--- config.mk ---
export PLATFORM = sky130hd
export DESIGN_NAME = irrigation_scheduler
export DESIGN_NICKNAME = d
export VERILOG_FILES = /design/src/rtl/irrigation_scheduler.sv
export SDC_FILE = /design/constraint.sdc
export NUM_CORES = 1
export LEC_CHECK = 0
export CAP_MARGIN = 10
export CORE_MARGIN = 4
export CORE_UTILIZATION = 45
export DETAILED_ROUTE_END_ITERATION = 8
export PLACE_DENSITY = 0.72
export SLEW_MARGIN = 20
export SYNTH_ARGS = -nofsm -noshare
export SYNTH_HDL_FRONTEND = slang
export SYNTH_SLANG_ARGS = --single-unit
--- constraint.sdc ---
create_clock -name clk_2 -period 1.49 [get_ports clk_2]
set_input_delay 0.447 -clock clk_2 [delete_from_list [all_inputs] [get_ports clk_2]]
set_output_delay 0.447 -clock clk_2 [all_outputs]
set_load 0.05 [all_outputs]
--- src/rtl/irrigation_scheduler.sv ---
// Round-robin irrigation scheduler: opens one zone valve at a time for a timed
// duration, inserts a settle gap, and shows the active zone on a 7-seg digit.
module irrigation_scheduler #(
  parameter int NAREAS     = 4,
  parameter int NBITS_TIME = 4,
  parameter int PRESCALE   = 4,
  parameter int GAP_CYCLES = 2,
  localparam int AW        = (NAREAS > 1) ? $clog2(NAREAS) : 1
) (
  input  logic                  clk_2,
  input  logic                  rst_n,
  input  logic                  enable,
  input  logic [NAREAS-1:0]     req,
  input  logic [NBITS_TIME-1:0] duration,
  output logic [NAREAS-1:0]     valve,
  output logic [AW-1:0]         cur_area,
  output logic                  busy,
  output logic                  done,
  output logic [7:0]            seg
);

  // state | meaning
  // IDLE  | all valves closed, waiting for enable and a request
  // WATER | one valve open, prescaler/timer running
  // GAP   | valves closed for GAP_CYCLES cycles before the next grant
  typedef enum logic [1:0] {
    IDLE  = 2'd0,
    WATER = 2'd1,
    GAP   = 2'd2
  } state_t;

  localparam int PW = (PRESCALE > 1) ? $clog2(PRESCALE) : 1;
  localparam int GW = (GAP_CYCLES > 1) ? $clog2(GAP_CYCLES) : 1;

  state_t                  state_q, state_d;
  logic [NAREAS-1:0]       valve_q, valve_d;
  logic [AW-1:0]           cur_area_q, cur_area_d;
  logic [AW-1:0]           last_grant_q, last_grant_d;
  logic [NBITS_TIME-1:0]   timer_q, timer_d;
  logic [PW-1:0]           presc_q, presc_d;
  logic [GW-1:0]           gap_q, gap_d;
  logic                    busy_q, busy_d;
  logic                    done_q, done_d;
  logic [7:0]              seg_q, seg_d;

  logic                    grant_found;
  logic [AW-1:0]           grant_idx;
  logic                    tick;

  function automatic logic [7:0] seg_encode(input logic [3:0] digit);
    logic [7:0] pat;
    case (digit)
      4'd0:    pat = 8'h7E;
      4'd1:    pat = 8'h30;
      4'd2:    pat = 8'h6D;
      4'd3:    pat = 8'h79;
      4'd4:    pat = 8'h33;
      4'd5:    pat = 8'h5B;
      4'd6:    pat = 8'h5F;
      4'd7:    pat = 8'h70;
      4'd8:    pat = 8'h7F;
      4'd9:    pat = 8'h7B;
      default: pat = 8'h00;
    endcase
    return pat;
  endfunction

  // Search starts one past the last grant so every requesting zone gets a turn.
  always_comb begin
    int            idx_int;
    logic [AW-1:0] idx;
    grant_found = 1'b0;
    grant_idx   = '0;
    idx_int     = 0;
    idx         = '0;
    for (int i = 1; i <= NAREAS; i++) begin
      idx_int = int'(last_grant_q) + i;
      if (idx_int >= NAREAS) begin
        idx_int = idx_int - NAREAS;
      end
      idx = AW'(idx_int);
      if (!grant_found && req[idx]) begin
        grant_found = 1'b1;
        grant_idx   = idx;
      end
    end
  end

  assign tick = (presc_q == PW'(PRESCALE - 1));

  always_comb begin
    state_d      = state_q;
    valve_d      = valve_q;
    cur_area_d   = cur_area_q;
    last_grant_d = last_grant_q;
    timer_d      = timer_q;
    presc_d      = presc_q;
    gap_d        = gap_q;
    done_d       = 1'b0;
    seg_d        = seg_q;

    case (state_q)
      IDLE: begin
        if (enable && grant_found) begin
          state_d      = WATER;
          valve_d      = NAREAS'(1) << grant_idx;
          cur_area_d   = grant_idx;
          last_grant_d = grant_idx;
          timer_d      = (duration == '0) ? NBITS_TIME'(1) : duration;
          presc_d      = '0;
          seg_d        = seg_encode(4'(grant_idx));
        end
      end

      WATER: begin
        if (!enable) begin
          state_d = GAP;
          valve_d = '0;
          seg_d   = 8'h00;
          presc_d = '0;
          gap_d   = GW'(GAP_CYCLES - 1);
        end else if (tick) begin
          presc_d = '0;
          if (timer_q == NBITS_TIME'(1)) begin
            state_d = GAP;
            valve_d = '0;
            seg_d   = 8'h00;
            done_d  = 1'b1;
            gap_d   = GW'(GAP_CYCLES - 1);
          end else begin
            timer_d = timer_q - NBITS_TIME'(1);
          end
        end else begin
          presc_d = presc_q + PW'(1);
        end
      end

      GAP: begin
        if (gap_q == '0) begin
          state_d = IDLE;
        end else begin
          gap_d = gap_q - GW'(1);
        end
      end

      default: begin
        state_d = IDLE;
        valve_d = '0;
        seg_d   = 8'h00;
      end
    endcase

    busy_d = (state_d != IDLE);
  end

  always_ff @(posedge clk_2 or negedge rst_n) begin
    if (!rst_n) begin
      state_q      <= IDLE;
      valve_q      <= '0;
      cur_area_q   <= '0;
      last_grant_q <= AW'(NAREAS - 1);
      timer_q      <= '0;
      presc_q      <= '0;
      gap_q        <= '0;
      busy_q       <= 1'b0;
      done_q       <= 1'b0;
      seg_q        <= 8'h00;
    end else begin
      state_q      <= state_d;
      valve_q      <= valve_d;
      cur_area_q   <= cur_area_d;
      last_grant_q <= last_grant_d;
      timer_q      <= timer_d;
      presc_q      <= presc_d;
      gap_q        <= gap_d;
      busy_q       <= busy_d;
      done_q       <= done_d;
      seg_q        <= seg_d;
    end
  end

  assign valve    = valve_q;
  assign cur_area = cur_area_q;
  assign busy     = busy_q;
  assign done     = done_q;
  assign seg      = seg_q;

endmodule
======== Word level (Yosys, flattened, before mapping) ========
Index checks and enable logic that the tools add are counted.
storage, ports and cells
  bits in registers ....................... 27
  bits of input ports ..................... 11
  word-level logic and storage cells ...... 118
cells by class
  $add $sub $neg .......................... 11
  magnitude comparators ................... 8
  eq/ne operators ......................... 13
  shifts and indexed selects .............. 1
  mux-type cells .......................... 56
  bitwise gates (word level) .............. 1
  reduce and logical (&&, ||, !) cells .... 18
operators with widths
  kind                                                                                  number
  4-bit two-way mux                                                                     9
  2-bit two-way mux                                                                     16
  8-bit two-way mux                                                                     4
  8-bit one-hot mux with 4 select lines                                                 1
  8-bit one-hot mux with 3 select lines                                                 1
  1-bit two-way mux                                                                     16
  2-bit by 3-bit < comparator with 1-bit output (second input constant)                 4
  4-bit one-hot mux with 3 select lines                                                 1
  3-bit greater-or-equal comparator (second input constant)                             3
  1-bit binary-select mux with 2-bit select                                             4
  2-bit equality test (second input constant)                                           4
  2-bit inequality test (second input constant)                                         4
  4-bit one-hot mux with 2 select lines                                                 1
  2-bit by 1-bit subtractor with 2-bit output (second input constant)                   4
  2-bit by 2-bit adder with 3-bit output (second input constant)                        2
  3-bit inequality test (second input constant)                                         2
  2-bit one-hot mux with 3 select lines                                                 1
  2-bit nonzero test                                                                    3
  5-bit AND reduction                                                                   1
  2-bit by 3-bit adder with 4-bit output (second input constant)                        1
  2-bit by 1-bit equality test with 1-bit output (second input constant)                2
  4-bit by 1-bit equality test with 1-bit output (second input constant)                1
  4-bit by 3-bit greater-or-equal comparator with 1-bit output (second input constant)  1
  1-bit logical AND                                                                     4
  14 further kinds                                                                      18

======== Longest topological paths before layout ========
  depth after elaboration ................. 19
  depth in mapped cells ................... 7
  mapped depth without buffers ............ 6

======== Worst setup path after synthesis ========
OpenSTA, ideal clock, no wires.
  path kind ............................... reg-to-reg
  start point ............................. register timer_q[1]
  end point ............................... register seg_q[3] (netlist: seg[3])
  setup time .............................. 126 ps
  arrival time ............................ 1482 ps
  required time ........................... 1364 ps
  slack ................................... -117 ps
  cell stages (with the launch flop) ...... 8
  path buffers ............................ 1
  period minus slack after synthesis ...... 1607 ps
  cells stage by stage .................... dfrtp_1 inv_1 ha_1 and4bb_1 o21ai_1 nor2b_1 buf_6 a221o_1
between the ends
  longest elaborated chain between the ends .. 3
ends and longest elaborated chain
  item                                            RTL line  text
  start: declaration                              39        logic [NBITS_TIME-1:0] timer_q, timer_d;
  start signal: assignment                        173       timer_q <= timer_d;
  4-bit by 1-bit equality test with 1-bit output  124       if (timer_q == NBITS_TIME'(1)) begin
  3-bit inequality test (no line)                 --
  4-bit AND reduction (no line)                   --
  end signal: assignment                          178       seg_q <= seg_d;
  end: declaration                                44        logic [7:0] seg_q, seg_d;
Every way passes these cells.
A chain may end at the register's enable or synchronous reset.

======== Final worst setup path ========
Ends and elaborated chain as after synthesis.

==> impl_summary.log <==
INFO  metric run_status = finished with violations
INFO  metric failed_checks = negative setup slack
INFO  metric dr.first_iter.drc_count = 55
INFO  metric period_share = 108%
INFO  metric clockRootBuffer = sky130_fd_sc_hd__clkbuf_4
INFO  metric synth_compound_area_share = 20.3%
INFO  metric grt_pass1_vias = 1,183
INFO  metric start_util = 48.9%
INFO  metric timing.critical_path.max_delay_family = flip-flops
INFO  metric grt_pass1_wl = 5520 µm
INFO  metric p_leak = 0.937 nW
INFO  metric final_antenna_net_count = 0
INFO  metric switching_share = 43.9%
INFO  metric hold_path_class = input port to asynchronous set/reset pin
INFO  metric final_slew_violations = 0
INFO  metric fillerInstances = 156
INFO  metric synth_enable_flop_cells = 0
INFO  metric globalRouteTotalUtil = 19.8%
INFO  metric grt_setup_unrepaired = true
INFO  metric num_antenna_cells = 0
INFO  metric synthesis.area_per_instance = 10.3 µm²
INFO  metric synth_xor_xnor_area_share = 0%
INFO  metric final_cell_mix = 30 x sky130_fd_sc_hd__buf_4, 22 x sky130_fd_sc_hd__dfrtp_1, 16 x sky130_fd_sc_hd__buf_12, 12 x sky130_fd_sc_hd__nor2_1, 8 x sky130_fd_sc_hd__nand2_1
INFO  metric synthDominantAreaCellType = sky130_fd_sc_hd__dfrtp_1
INFO  metric end_kind = flip-flop
INFO  metric wl = 3700 µm
INFO  metric cp_slowest_stage_delay = 0.41 ns
INFO  metric seq_power_share = 27.6%
INFO  metric postLayoutCellArea = 2100 µm²
INFO  metric vias = 1,233
INFO  metric cp.arrival = 1.84 ns
INFO  metric share_clk_of_total_power = 6.5%
INFO  metric grt.busiest_layer = met2
INFO  metric clk_transition_reported_paths = 0.15 ns
INFO  metric crit_chain = inv_2 -> ha_4 -> and4bb_1 -> o21ai_2 -> nor2b_4 -> buf_6 -> a221o_1
INFO  metric finish.net_count = 197
INFO  metric synth-warning-count = 0
INFO  metric syn_inst = 123
INFO  metric groute.layer.met3.usage = 2.52%
INFO  metric comb_power_share = 65.9%
INFO  metric max_clock_freq = 621 MHz
INFO  metric cts_buffers = 3
INFO  metric timing.final.setup_violations = 8
INFO  metric average_vias_per_placed_instance = 5.82
INFO  metric setup.worst_path.start_class = flip-flop
INFO  metric gp_congestion = 0.780
INFO  metric port-buffer-count = 25
INFO  metric critical_path_buf_inv_count = 2
INFO  metric cts_max_path_buffers = 2
INFO  metric detailedRoute.firstPassIterationCount = 4
INFO  metric placement_rows = 18
INFO  metric largest_family_of_logic_cells_by_synthesized_area = simple AND/OR/NAND/NOR gates
INFO  metric cts-htree-levels = 1
INFO  metric dominantRegCellSynth = sky130_fd_sc_hd__dfrtp_1
INFO  metric area_delta_synth_final = 65.9%
INFO  metric floorplan.die_area = 3730 µm²
INFO  metric grt_antenna_before_repair = 0
INFO  metric area_share_of_the_largest_cell_type_after_synthesis = 45.5%
INFO  metric ys_seq_elements = 25
INFO  metric power.density = 2360 nW/µm²
INFO  metric syn_nets = 137
INFO  metric synth_fa_ha_area_share = 2.96%
INFO  metric internal-power = 2.78 mW
INFO  metric finClkSkew = 0.00445 ns
INFO  metric final.min_clock_period = 1.61 ns
INFO  metric required_time_of_the_critical_path = 1.72 ns
INFO  metric die_y = 61.0 µm
INFO  metric peakVddDrop = 2.41 mV
INFO  metric final.setup.worst_slack = -0.120 ns
INFO  metric post-place-cells = 197
INFO  metric synthSimpleGateAreaFrac = 21.7%
INFO  metric finalPower = 4.96 mW
INFO  metric power.net_switching = 2.18 mW
INFO  metric synth_seq_area_share = 49.6%
INFO  metric dpl_worst_slack = -0.638 ns
INFO  metric route.detailed.wl_per_inst = 17.4 µm
INFO  metric share_of_flip_flops_with_an_asynchronous_set_or_reset = 100%
INFO  metric clk_latency = 0.32 ns
INFO  metric floorplan.core_area = 2590 µm²
INFO  metric hpwl = 2290 µm
INFO  metric final_hold_viol_count = 0
INFO  metric worst-path-max-fanout = 4
INFO  metric drv_cap = 0
INFO  metric floorplan.io_pins = 27
INFO  metric synth.distinct_cells = 42
INFO  metric synth.area.mux_share = 0.791%
INFO  metric hold-worst-slack = 0.447 ns
INFO  metric synthesis.area = 1270 µm²
INFO  metric finalNonFillerCells = 212
INFO  metric layout.cells.most_common = sky130_fd_sc_hd__buf_4
INFO  metric chip_width = 61.0 µm
INFO  metric remaining_drc_errors = 0
INFO  metric met2_usage = 34.7%
INFO  metric grt.met1_usage = 25.4%
INFO  metric gr-total-overflow = 0
INFO  metric final_layout_size_suffix_gt1_share = 45.1%
INFO  metric clock_sink_count = 25
INFO  metric worst_path_max_delay_cell = sky130_fd_sc_hd__dfrtp_1
INFO  metric dpl_cell_area = 1880 µm²
INFO  metric cts_tree = yes
INFO  metric worst-setup-path-type = flip-flop to flip-flop
INFO  metric ys_top_cells_by_area = sky130_fd_sc_hd__dfrtp_1 45%, sky130_fd_sc_hd__dfstp_2 4.2%, sky130_fd_sc_hd__a21oi_1 4.0%
INFO  metric pin_count_of_the_biggest_net_entering_global_routing = 26
power by group through the flow:
stage | combinational, mW | clock, mW | sequential [mW]
final | 3.27 | 0.321 | 1.37
after global routing | 3.45 | 0.359 | 1.41
after detailed placement | 2.83 | 0 | 1.37
after CTS | 3.01 | 0.330 | 1.36
after floorplan | 0.973 | 0 | 1.82
after global placement | 2.77 | 0 | 1.34
sequential cells by signal, indices dropped and copies added, names as in the netlist:
name,cells
last_grant_q,2
cur_area,2
timer_q,4
done,1
seg,6
presc_q,2
gap_q,1
state_q,2
busy,1
valve,4
kinds of logic (layout without fill, tap and decap cells):
| logic type | after synthesis | count (layout) |
|---|---|---|
| AO/OA/AOI/OAI | 38 | 39 |
| flip-flops | 25 | 25 |
| other | 1 | 1 |
| adder cells (fa/ha/maj) | 3 | 3 |
| AND/OR/NAND/NOR | 45 | 45 |
| buffers and inverters | 10 | 68 |
| multiplexers | 1 | 1 |
through the flow:
stage	TNS [ns]	utilization, %
5_1_grt	-1.10	81.1
3_3_place_gp	-9.81	72.5
4_1_cts	-0.351	77.1
6_report	-0.315	81.1
3_5_place_dp	-10.94	72.5
2_1_floorplan	-0.137	-
layer usage:
layer | share of wire, % | vias to the layer above | routed length [µm]
li1 | - | 559 | -
met1 | 40 | 619 | 1470
met2 | 54 | 45 | 1980
met3 | 4.5 | 10 | 166
met4 | 2.0 | 0 | 75
met5 | 0 | - | 0
cell usage after synthesis, types with 2 or more instances:
master	number
sky130_fd_sc_hd__clkbuf_1	2
sky130_fd_sc_hd__dfrtp_1	23
sky130_fd_sc_hd__a21oi_1	10
sky130_fd_sc_hd__ha_1	3
sky130_fd_sc_hd__nor2_1	13
sky130_fd_sc_hd__nor3_1	2
sky130_fd_sc_hd__buf_4	2
sky130_fd_sc_hd__o21ai_1	3
sky130_fd_sc_hd__nand3b_1	2
sky130_fd_sc_hd__buf_2	2
sky130_fd_sc_hd__inv_1	3
sky130_fd_sc_hd__dfstp_2	2
sky130_fd_sc_hd__o2bb2ai_1	3
sky130_fd_sc_hd__a22o_1	4
sky130_fd_sc_hd__nand2b_1	5
sky130_fd_sc_hd__o32ai_1	2
sky130_fd_sc_hd__nor2b_1	3
sky130_fd_sc_hd__a21o_1	3
sky130_fd_sc_hd__nand2_1	8
sky130_fd_sc_hd__o21ai_0	5
sky130_fd_sc_hd__nand3_1	2
timing repair:
item | CTS | global route
buffers inserted | 6 | 5
endpoints found under the setup margin | 21 | 19
pin swaps | 6 | 11
resized for setup | 17 | 22
hold buffers | 0 | 0
gates cloned | 1 | 0
cell type report:
class	instances	area [µm²]	area share [%]
Timing Repair Buffer	61	696	33.1
Clock inverter	1	7.51	0.357
Multi-Input combinational cell	89	697	33.2
Inverter	3	11.3	0.536
Clock buffer	3	22.5	1.07
Tap cell	30	37.5	1.79
Sequential cell	25	629	30.0
worst paths after layout:
check                           startpoint              end  slack, ns  depth (start not counted)
min in group clk_2              presc_q[1]       presc_q[1]       0.56                          2
max in group asynchronous            rst_n  last_grant_q[1]       0.82                          2
worst max register to register  timer_q[1]           seg[3]      -0.12                          7
worst min-delay path                 rst_n      cur_area[0]       0.45                          2
worst min register to register  presc_q[1]       presc_q[1]       0.56                          2
worst max-delay path            timer_q[1]           seg[3]      -0.12                          7
Power figures use the tool's default switching activity.
